**src/rtl/div_pkg.sv**
```systemverilog
// ============================================================================
// Module      : div_pkg
// Description : Shared constants and helpers for the serial restoring divider
//               (bus widths, FSM encodings, handshake levels, negation).
// Revision    : 1.0 - initial release
// ============================================================================
`default_nettype none

package div_pkg;

  // Operand and result bus widths
  localparam int REG_BUS        = 32;
  localparam int DOUBLE_REG_BUS = 64;

  localparam logic [REG_BUS-1:0]        ZERO_WORD        = '0;
  localparam logic [DOUBLE_REG_BUS-1:0] ZERO_DOUBLE_WORD = '0;

  // Divider FSM encodings
  localparam logic [1:0] DIV_FREE    = 2'b00;
  localparam logic [1:0] DIV_BY_ZERO = 2'b01;
  localparam logic [1:0] DIV_ON      = 2'b10;
  localparam logic [1:0] DIV_END     = 2'b11;

  // Handshake levels shared with the EX stage
  localparam logic DIV_RES_READY     = 1'b1;
  localparam logic DIV_RES_NOT_READY = 1'b0;
  localparam logic DIV_START         = 1'b1;
  localparam logic DIV_STOP          = 1'b0;

  // One quotient bit is produced per step; this many steps finish a divide
  localparam logic [5:0] DIV_STEPS = 6'd32;

  // Two's-complement negation
  function automatic logic [REG_BUS-1:0] negate(input logic [REG_BUS-1:0] x);
    return ~x + REG_BUS'(1);
  endfunction

  // Magnitude of an operand: absolute value when signed, raw bits otherwise.
  // The most negative value maps onto itself, which is the correct unsigned
  // magnitude 2^31.
  function automatic logic [REG_BUS-1:0] magnitude(input logic             is_signed,
                                                   input logic [REG_BUS-1:0] x);
    return (is_signed && x[REG_BUS-1]) ? negate(x) : x;
  endfunction

endpackage

`default_nettype wire

```
**src/rtl/div.sv**
```systemverilog
// ============================================================================
// Module      : div
// Description : Multi-cycle 32-bit radix-2 restoring divider, signed and
//               unsigned, answering the EX-stage start/annul/ready handshake.
//               Result is {remainder, quotient}.
// Revision    : 1.0 - initial release
// ============================================================================
`default_nettype none

module div
  import div_pkg::*;
(
  input  logic                      clk,
  input  logic                      rst,
  input  logic                      signed_div_i,
  input  logic [REG_BUS-1:0]        opdata1_i,
  input  logic [REG_BUS-1:0]        opdata2_i,
  input  logic                      start_i,
  input  logic                      annul_i,
  output logic [DOUBLE_REG_BUS-1:0] result_o,
  output logic                      ready_o
);

  logic [1:0]         state;
  logic [5:0]         cnt;

  // Working register {rem, quo}: the dividend magnitude is shifted out of quo
  // one bit per step while quotient bits are shifted in behind it.
  logic [REG_BUS-1:0] work_rem;
  logic [REG_BUS-1:0] work_quo;
  logic [REG_BUS-1:0] divisor;
  logic               quo_neg;
  logic               rem_neg;

  logic [REG_BUS:0]   trial;
  logic [REG_BUS-1:0] rem_next;
  logic [REG_BUS-1:0] quo_next;
  logic [REG_BUS-1:0] quo_fixed;
  logic [REG_BUS-1:0] rem_fixed;
  logic               accept;

  assign accept = (start_i == DIV_START) && !annul_i;

  // One restoring step: shift the next dividend bit into the partial
  // remainder and try subtracting the divisor. The partial remainder is
  // always below the divisor, so the shifted value fits 33 bits and the
  // subtraction sign bit tells whether the divisor fits.
  always_comb begin
    trial = {work_rem, work_quo[REG_BUS-1]} - {1'b0, divisor};
    if (!trial[REG_BUS]) begin
      rem_next = trial[REG_BUS-1:0];
      quo_next = {work_quo[REG_BUS-2:0], 1'b1};
    end else begin
      rem_next = {work_rem[REG_BUS-2:0], work_quo[REG_BUS-1]};
      quo_next = {work_quo[REG_BUS-2:0], 1'b0};
    end
  end

  // Sign correction applied once all magnitude bits are produced; the
  // remainder takes the dividend's sign, the quotient the XOR of both.
  always_comb begin
    quo_fixed = quo_neg ? negate(work_quo) : work_quo;
    rem_fixed = rem_neg ? negate(work_rem) : work_rem;
  end

  // Handshake FSM, step counter, working registers and registered outputs
  always_ff @(posedge clk or negedge rst) begin
    if (!rst) begin
      state    <= DIV_FREE;
      cnt      <= 6'd0;
      work_rem <= ZERO_WORD;
      work_quo <= ZERO_WORD;
      divisor  <= ZERO_WORD;
      quo_neg  <= 1'b0;
      rem_neg  <= 1'b0;
      result_o <= ZERO_DOUBLE_WORD;
      ready_o  <= DIV_RES_NOT_READY;
    end else begin
      case (state)
        DIV_FREE: begin
          ready_o  <= DIV_RES_NOT_READY;
          result_o <= ZERO_DOUBLE_WORD;
          if (accept) begin
            if (opdata2_i == ZERO_WORD) begin
              state <= DIV_BY_ZERO;
            end else begin
              // Operands are captured only here; later changes are ignored
              state    <= DIV_ON;
              cnt      <= 6'd0;
              work_rem <= ZERO_WORD;
              work_quo <= magnitude(signed_div_i, opdata1_i);
              divisor  <= magnitude(signed_div_i, opdata2_i);
              quo_neg  <= signed_div_i & (opdata1_i[REG_BUS-1] ^ opdata2_i[REG_BUS-1]);
              rem_neg  <= signed_div_i & opdata1_i[REG_BUS-1];
            end
          end
        end

        DIV_BY_ZERO: begin
          // Division by zero reports an all-zero result, no trap
          state    <= DIV_END;
          result_o <= ZERO_DOUBLE_WORD;
          work_rem <= ZERO_WORD;
          work_quo <= ZERO_WORD;
        end

        DIV_ON: begin
          if (annul_i) begin
            state   <= DIV_FREE;
            ready_o <= DIV_RES_NOT_READY;
          end else if (cnt != DIV_STEPS) begin
            work_rem <= rem_next;
            work_quo <= quo_next;
            cnt      <= cnt + 6'd1;
          end else begin
            result_o <= {rem_fixed, quo_fixed};
            ready_o  <= DIV_RES_READY;
            state    <= DIV_END;
          end
        end

        DIV_END: begin
          // Result is held while EX keeps start high; annul is not looked at
          if (start_i == DIV_STOP) begin
            state    <= DIV_FREE;
            ready_o  <= DIV_RES_NOT_READY;
            result_o <= ZERO_DOUBLE_WORD;
          end else begin
            ready_o  <= DIV_RES_READY;
          end
        end

        default: begin
          state <= DIV_FREE;
        end
      endcase
    end
  end

endmodule

`default_nettype wire
```
**config.mk**
```make
export PLATFORM = sky130hd
export DESIGN_NAME = div
export DESIGN_NICKNAME = d
export VERILOG_FILES = /design/src/rtl/div_pkg.sv /design/src/rtl/div.sv
export SDC_FILE = /design/constraint.sdc
export NUM_CORES = 1
export LEC_CHECK = 0
export CAP_MARGIN = 10
export CORE_MARGIN = 2
export CORE_UTILIZATION = 60
export CTS_CLUSTER_SIZE = 24
export DETAILED_ROUTE_END_ITERATION = 16
export MAX_ROUTING_LAYER = met4
export PLACE_DENSITY = 0.85
export SYNTH_ARGS = -nofsm -noshare
export SYNTH_HDL_FRONTEND = slang
export SYNTH_SLANG_ARGS = --single-unit
```
**constraint.sdc**
```tcl
create_clock -name clk -period 10.88 [get_ports clk]
set_clock_uncertainty 0.2 [all_clocks]
set_input_delay 2.176 -clock clk [delete_from_list [all_inputs] [get_ports clk]]
set_output_delay 2.176 -clock clk [all_outputs]
set_load 0.01 [all_outputs]
```
**Word-level counts from Yosys, hierarchy flattened**

Cells that the tools add are included.
Widths: inputs -> output; s select.

- Register bits after elaboration: 171
- Input bits: 69
- Output and inout port bits: 65
- Logic and storage cells: 85

- Add/subtract/negate cells: 6
- Equal/unequal tests: 11
- Multiplexer cells: 35
- Bitwise operators: 8
- Reductions and logical operators: 16

Operators by type and width:

| operator | number |
|---|---|
| $mux 32 | 13 |
| $mux 64 | 3 |
| $pmux 32 s3 | 2 |
| $pmux 64 s3 | 1 |
| $add 32x1->32 const B | 4 |
| $not 32->32 | 4 |
| $sub 33x32->33 | 1 |
| $logic_not 32->1 | 1 |
| $mux 6 | 4 |
| $ne 2x2->1 const B | 6 |
| $pmux 6 s2 | 1 |
| $mux 2 | 5 |
| $reduce_and 5->1 | 2 |
| $reduce_and 3->1 | 3 |
| $pmux 2 s4 | 1 |
| $add 6x1->6 const B | 1 |
| $ne 6x6->1 const B | 1 |
| $reduce_bool 3->1 | 2 |
| $eq 2x2->1 const B | 2 |
| $mux 1 | 4 |
| $logic_and 1x1->1 | 3 |
| $ne 3x3->1 const B | 1 |
| $pmux 1 s3 | 1 |
| $and 1x1->1 | 2 |
| other kinds (8) | 8 |

**Longest topological paths before layout**

Gate-level depths: netlist of run 1.

- Word-level depth: 6
- Gate-level depth with buffers: 13

**Least setup slack after synthesis of run 1**

Ideal clock, no wire load.

- Path kind: input port to flip-flop
- From: in opdata2_i[0]
- To: reg divisor[10]
- Arrival time: 4.624 ns
- Setup slack: 5.923 ns
- Stages on the path: 12
- Buffers on the path: 3
- Path through: inv_1 > ha_1 > nor3b_1 > and4_1 > nor4bb_1 > nand2_1 > nand2_1 > or2_2 > clkbuf_1 > clkbuf_1 > clkbuf_1 > a21oi_1

- Longest elaborated chain between the ends: 3
- Elaborated cells on any way between the ends: 6
- Classes of those cells: add/sub (1); mux (1); bitwise (2); reduce/logical (2)

Ends and longest elaborated chain:

| what | RTL line | source |
|---|---|---|
| from (decl) | div.sv:17 | `input logic [REG_BUS-1:0] opdata2_i,` |
| $not 32->32 or $logic_not 32->1 (tied branches) | div_pkg.sv:35, div.sv:84 |  |
| $add 32x1->32 or $not 1->1 (tied branches) | - |  |
| $mux 32 or $reduce_and 3->1 (tied branches) | - |  |
| to (signal assigned) | div.sv:92 | `divisor <= magnitude(signed_div_i, opdata2_i);` |
| to (decl) | div.sv:31 | `logic [REG_BUS-1:0] divisor;` |

Parallel ways exist; a longest one is shown, timed or not.
A chain may end at the register's enable or synchronous reset.

**Worst setup path after layout of run 1**

- From: in opdata2_i[0]
- To: reg work_rem[22]

- Longest elaborated chain between the ends: 3

Ends and longest elaborated chain:

| what | RTL line | source |
|---|---|---|
| $logic_not 32->1 | div.sv:84 | `if (opdata2_i == ZERO_WORD) begin` |
| $ne 2x2->1 (no line) | - |  |
| $reduce_and 5->1 (no line) | - |  |
| to (signal assigned) | div.sv:112 | `work_rem <= rem_next;` |
| to (decl) | div.sv:29 | `logic [REG_BUS-1:0] work_rem;` |

Every way passes these cells.

==> results.ini, run 1 <==
[run_status]
status = finished, final reports clean

[finish]
final_core_util_pct = 72.1
antenna-diode-count = 0
fraction_of_layout_cells_with_a_size_suffix_above_1_pct = 4.16
final_cell_mix = sky130_fd_sc_hd__nand2_1 (223), sky130_fd_sc_hd__o21ai_0 (186), sky130_fd_sc_hd__dfrtp_1 (171)
syn2layout_area_growth_pct = 18.5
nets = 1567
most_common_cell_after_layout_fill_and_taps_aside = sky130_fd_sc_hd__nand2_1

[power]
power.static_leakage_nw = 5.81
power_per_cell_area_mw_per_mm2 = 278
vdd_drop_max_mv = 0.184
fin_total_pwr_mw = 3.73

[global_routing]
grt_max_degree = 104
grt_pass1_wl_mm = 47.4
global_route.usage.total_pct = 30.2
first_global_vias = 9753
aggregate_global_routing_overflow = 0
grt_antenna_before_repair = 0

[synthesis]
synth.largest_area_cell = sky130_fd_sc_hd__dfrtp_1
synth_top_family_by_area = compound AO/OA/AOI/OAI gates
ys.flop_type = sky130_fd_sc_hd__dfrtp_1
post_synth_num_cell_types = 63
synthesis.area_per_instance_um2 = 8.33
synth.top_cell.area_share_pct = 37.7
ys_seq_area_share_pct = 37.7
synth-edff-count = 0
synth_warnings = 0
synth_compound_area_share_pct = 21.6
synth_top_cells_by_area = sky130_fd_sc_hd__dfrtp_1 (38%), sky130_fd_sc_hd__o21ai_0 (8.2%), sky130_fd_sc_hd__nand2_1 (7.4%)
synthCells = 1362
synth.area.mux_share_pct = 2.32
postSynthNetCount = 1475
synth-simple-area-share_pct = 18.0
synth-adder-area-share_pct = 4.92
ys_seq_elements = 171
asyncSetResetFlopFracSynth_pct = 100
netlist_area_mm2 = 0.0113
synth-xor-area-share_pct = 11.3

[setup_path]
crit_path_cell_trace = clkdlybuf4s50_1, inv_1, ha_1, nor3b_1, and4_1, nor4bb_1, buf_4, nand3_1, and2_0, nand2_1, o21ai_0
worst_path_max_delay_cell = sky130_fd_sc_hd__nand2_1
data_arrival_critical_path_ns = 5.66
timing.reg2reg.worst_path_depth = 13
worst_setup_path_class = in2reg
crit_required_ns = 10.95
endpoint_kind = flip-flop
max_stage_delay_ns = 0.70
crit_fanout = 25
critPathLaunchType = input port

[clock_tree]
worst_setup_hold_path_clk_slew_ns = 0.07
htreeDepth = 4
cts-root-to-sink-buffers = 2
cts_root_buffer = sky130_fd_sc_hd__clkbuf_16
postCtsHoldBufs = 0
postCtsResizedCells = 0
worstSkewPairLatency_ns = 0.44
cts_post_setup_buffers_inserted = 0
cts-buffers-inserted = 17
tritoncts_clock_tree = built
clock-sinks = 171

[drt]
overall_routed_net_length_mm = 28.8
postRouteAntennaNets = 0
vias = 10316
wl_per_cell_um = 16.9
drt-vias-per-instance = 6.06
pre_antenna_drt_iters = 6
drt_iter0_drc = 916
drcViolationCount = 0

[timing]
total_negative_slack_ns = 0
hold_viol = 0
max_freq_mhz = 179
min_period_ns = 5.59
layout_setup_ws_ns = 5.29
drv_slew = 0
transition_time_of_the_tightest_slew_check_pin_ns = 1.12
layout_worst_path_cycle_share_pct = 51.4
slew-limit-headroom_pct = 25.4
finalSetupViolations = 0
rsz0062_at_grt = no

[die]
num_io_pins = 134
core_mm2 = 0.0186
dieWidth_um = 142
rows = 50
initial_utilization_pct = 60.9
die-area_mm2 = 0.0200
die_h_um = 142

[job]
timing.max_cap.violations = 0

[worst_hold_path]
hold_class = reg2reg
holdPathStages = 2

[placed_design]
place_worst_setup_slack_ns = 4.92
dp_hpwl_mm = 20.7
gp_routability_congestion = 0.928
io_buffers = 133

[routing by layer]
| metal | vias to the layer above | global-route usage [%] | routed length (um) |
|---|---|---|---|
| met5 | - | - | 0 |
| li1 | 4986 | - | - |
| met3 | 53 | 4.42 | 1910 |
| met1 | 4851 | 38.5 | 12400 |
| met4 | 0 | 8.74 | 586 |
| met2 | 426 | 50.4 | 13900 |
[path summary, 6_finish.rpt]
kind / startpoint / to / slack [ns]
min in group asynchronous: rst / result_o[28]$_DFFE_PN0P_ / 1.66
worst max-delay path: opdata2_i[0] / work_rem[22]$_DFFE_PN0P_ / 5.29
worst min-delay path: result_o[23]$_DFFE_PN0P_ / result_o[23]$_DFFE_PN0P_ / 0.28
max in group asynchronous: rst / work_quo[17]$_DFFE_PN0P_ / 7.36
worst max register to register: work_quo[31]$_DFFE_PN0P_ / work_rem[0]$_DFFE_PN0P_ / 6.64
worst min register to register: result_o[23]$_DFFE_PN0P_ / result_o[23]$_DFFE_PN0P_ / 0.28
[per-stage QoR]
stage / hold slack [ns] / area [um2] / std cells
global placement: 0.260 / 12800 / 1669
floorplan: 0.250 / 11300 / 1362
detailed placement: 0.270 / 12800 / 1669
CTS: 0.284 / 13400 / 1701
finish: 0.275 / 13400 / 1701
global route: 0.311 / 13400 / 1701
[sequential cells by signal, indices dropped and copies added, names as in the netlist]
| register | count |
|---|---|
| cnt | 6 |
| ready_o | 1 |
| divisor | 32 |
| work_rem | 32 |
| work_quo | 32 |
| rem_neg | 1 |
| state | 2 |
| quo_neg | 1 |
| result_o | 64 |
[worst max-delay path: cells and delay by family]
| family | cells | cell delay [ns] |
|---|---|---|
| and+or+nand+nor | 6 | 2.35 |
| buffers and inverters | 3 | 0.73 |
| AOI/OAI and AO/OA | 1 | 0.25 |
| adders and majority gates | 1 | 0.16 |
[report_power, final]
group	internal, mW	total [mW]	switching, mW
registers	0.808	1.04	0.234
logic	0.812	2.02	1.20
clock network	0.420	0.675	0.255
[logic make-up (layout without fill, tap and decap cells)]
group,after synthesis,in the layout
multiplexers,26,26
buffers and inverters,123,228
flip-flops,171,171
XOR/XNOR,147,147
AND/OR/NAND/NOR,441,441
adder cells (fa/ha/maj),44,44
AO/OA/AOI/OAI,410,410
[cell usage after synthesis (7+ instances only)]
| master | instances |
|---|---|
| sky130_fd_sc_hd__clkbuf_1 | 66 |
| sky130_fd_sc_hd__or2_2 | 9 |
| sky130_fd_sc_hd__a21oi_1 | 75 |
| sky130_fd_sc_hd__nor4_1 | 16 |
| sky130_fd_sc_hd__a22o_1 | 7 |
| sky130_fd_sc_hd__xor2_1 | 86 |
| sky130_fd_sc_hd__or3_1 | 16 |
| sky130_fd_sc_hd__nand4_1 | 8 |
| sky130_fd_sc_hd__a31oi_1 | 9 |
| sky130_fd_sc_hd__mux2i_1 | 24 |
| sky130_fd_sc_hd__or4_1 | 11 |
| sky130_fd_sc_hd__nor2_1 | 75 |
| sky130_fd_sc_hd__xnor2_1 | 61 |
| sky130_fd_sc_hd__o31ai_1 | 28 |
| sky130_fd_sc_hd__a21o_1 | 17 |
| sky130_fd_sc_hd__nand2_1 | 225 |
| sky130_fd_sc_hd__a22oi_1 | 24 |
| sky130_fd_sc_hd__ha_1 | 43 |
| sky130_fd_sc_hd__nor3_1 | 14 |
| sky130_fd_sc_hd__dfrtp_1 | 171 |
| sky130_fd_sc_hd__o41ai_1 | 15 |
| sky130_fd_sc_hd__nand2b_1 | 13 |
| sky130_fd_sc_hd__inv_1 | 53 |
| sky130_fd_sc_hd__o21ai_0 | 186 |
| sky130_fd_sc_hd__nand3_1 | 19 |
[layout make-up]
cell class                 instances  area [um2]
multi-input combinational       1068        6620
fill                            1463        5200
sequential                       171        4280
timing repair buffer             142        1400
clock buffer                      22         464
tap                              234         293
inverter                          54         203
clock inverter                    10         189
No activity file was read; power rests on OpenSTA's default activity.
==> run 2, diff against run 1 <==
CORE_UTILIZATION = 52   (was 60)
PLACE_DENSITY = 0.78   (was 0.85)
clock period = 4.85 ns   (was 10.88 ns; I/O delays follow)
==> run 2 against run 1 <==
Total power is 120% higher. Sequential share of layout area is 0.21 points lower. Global-route usage is 4.4 points lower. Final cell count is 3.1% higher. Design area is 0.65% higher. Critical path type is now reg2reg. Highest routed layer unchanged.
==> results.ini, run 2 (same netlist as run 1, synthesis figures left out) <==
[finish]
most_common_cell_after_layout_fill_and_taps_aside = sky130_fd_sc_hd__nand2_1
largest_reg_flops = 64
syn2layout_area_growth_pct = 19.3
finish.instance_area_mm2 = 0.0135
layout.filler_cells = 1861
nets = 1573
fraction_of_layout_cells_with_a_size_suffix_above_1_pct = 4.75
final_cell_mix = sky130_fd_sc_hd__nand2_1 (223), sky130_fd_sc_hd__o21ai_0 (186), sky130_fd_sc_hd__dfrtp_1 (171)
registers.top_by_ff_count = result_o
antenna-diode-count = 0

[clock_tree]
postCtsResizedCells = 0
cts-buffers-inserted = 17
tritoncts_clock_tree = built
clock-sinks = 171
cts-root-to-sink-buffers = 2
worst_setup_hold_path_clk_slew_ns = 0.07
htreeDepth = 4
cts_root_buffer = sky130_fd_sc_hd__clkbuf_16
cts_post_setup_buffers_inserted = 0
postCtsHoldBufs = 0
worstSkewPairLatency_ns = 0.44

[timing]
transition_time_of_the_tightest_slew_check_pin_ns = 1.04
max_freq_mhz = 235
total_negative_slack_ns = 0
hold_viol = 0
layout_worst_path_cycle_share_pct = 87.6
hold-worst-slack_ns = 0.276
min_period_ns = 4.25
finalSetupViolations = 0
rsz0062_at_grt = no
drv_slew = 0
slew-limit-headroom_pct = 30.4

[global_routing]
aggregate_global_routing_overflow = 0
grt_max_degree = 111
first_global_vias = 9481
grt_pass1_wl_mm = 46.1
global_route.usage.total_pct = 25.8
grt_antenna_before_repair = 0

[setup_path]
critical_path_buf_inv_count = 2
timing.rr.end = work_rem[1]$_DFFE_PN0P_
crit_required_ns = 4.99
timing.critical_path.max_delay_family = compound AO/OA/AOI/OAI gates
max_stage_delay_ns = 0.54
critical-path-top-cell-by-count = sky130_fd_sc_hd__o22ai_1
worst_r2r_startpoint = work_quo[31]$_DFFE_PN0P_
worst_setup_path_class = reg2reg
crit_path_cell_trace = inv_1, ha_1, fa_1, nor2b_1, o211ai_1, a21o_1, o22ai_1, or4b_1, a31oi_1, xnor2_2, buf_4, mux2_2, o22ai_1
crit_fanout = 36
rrSetupSlack_ns = 0.60
worst_path_max_delay_cell = sky130_fd_sc_hd__or4b_1
data_arrival_critical_path_ns = 4.38
endpoint_kind = flip-flop
timing.reg2reg.worst_path_depth = 13
critPathLaunchType = flip-flop

[drt]
dr_wl_met2_mm = 13.5
maxUsedRoutingLayer = met4
wl_per_cell_um = 16.2
vias = 10155
drcViolationCount = 0
overall_routed_net_length_mm = 28.3
m1WireLength_mm = 12.8
pre_antenna_drt_iters = 5
met3WireLength_mm = 1.68
drt-vias-per-instance = 5.79
drt_iter0_drc = 698
postRouteAntennaNets = 0

[placed_design]
gp_routability_congestion = 0.953
io_buffers = 133
placed_cell_area_mm2 = 0.0129
dp_hpwl_mm = 21.0

[die]
dieWidth_um = 152
core_mm2 = 0.0216
die_h_um = 152
num_io_pins = 134
rows = 54
die-area_mm2 = 0.0230
initial_utilization_pct = 52.5

[worst_hold_path]
whs_endpoint = result_o[24]$_DFFE_PN0P_
hold_class = reg2reg
worst_hold_startpoint = result_o[24]$_DFFE_PN0P_
holdPathStages = 2

[power]
power_per_cell_area_mw_per_mm2 = 610
power.static_leakage_nw = 5.83
fin_total_pwr_mw = 8.25
vdd_drop_max_mv = 0.316

[job]
timing.max_cap.violations = 0

[run_status]
status = finished, final reports clean

run 2: final cells by class:
cell class | instances | area [um2] | area share (%)
Multi-Input combinational cell | 1068 | 6620 | 48.9
Sequential cell | 171 | 4280 | 31.6
Timing Repair Buffer | 148 | 1500 | 11.0
Clock buffer | 17 | 425 | 3.14
Tap cell | 280 | 350 | 2.59
Inverter | 54 | 203 | 1.50
Clock inverter | 15 | 163 | 1.20
run 2: worst register-to-register path: cells and delay by family (launching register included):
kind	cells	cell delay [ns]
AO/OA/AOI/OAI	5	1.28
buffers and inverters	2	0.63
AND/OR/NAND/NOR	2	0.62
adder cells (fa/ha/maj)	2	0.44
multiplexers	1	0.42
flip-flops	1	0.41
XOR/XNOR	1	0.17
run 2: report_power, final:
| group | switching [mW] | leakage (nW) | total [mW] | internal [mW] |
|---|---|---|---|---|
| Sequential | 0.546 | 2.25 | 2.36 | 1.81 |
| Clock | 0.600 | 0.281 | 1.37 | 0.767 |
| Combinational | 2.66 | 3.30 | 4.53 | 1.87 |
run 2: worst max path at each step:
stage	startpoint	to	slack, ns	depth (start not counted)
global placement	opdata2_i[0]	work_rem[9]$_DFFE_PN0P_	0.55	11
detailed placement	opdata2_i[1]	work_rem[15]$_DFFE_PN0P_	0.40	11
floorplan	opdata2_i[0]	divisor[10]$_DFFE_PN0P_	1.10	12
CTS	work_quo[31]$_DFFE_PN0P_	work_rem[1]$_DFFE_PN0P_	0.67	13
finish	work_quo[31]$_DFFE_PN0P_	work_rem[1]$_DFFE_PN0P_	0.60	13
global route	work_quo[31]$_DFFE_PN0P_	work_rem[1]$_DFFE_PN0P_	0.49	13
run 2: metal layers:
| metal | up-vias | global-route usage [%] |
|---|---|---|
| met4 | 0 | 6.71 |
| li1 | 4996 | - |
| met5 | - | - |
| met1 | 4811 | 33.7 |
| met2 | 313 | 41.9 |
| met3 | 35 | 4.31 |
run 2: through the flow:
stage                     utilization (%)  setup WS, ns  cells
final                                62.6         0.604   1753
after global routing                 62.6         0.488   1753
after CTS                            62.6         0.673   1753
after detailed placement             59.9         0.398   1721
after global placement               59.9         0.548   1721
after floorplan                         -          1.10   1362
==> run 3, diff against run 2 <==
CAP_MARGIN = 0   (was 10)
==> results of run 3 <==
No change in the layout: final DEF, timing and power equal those of run 2.
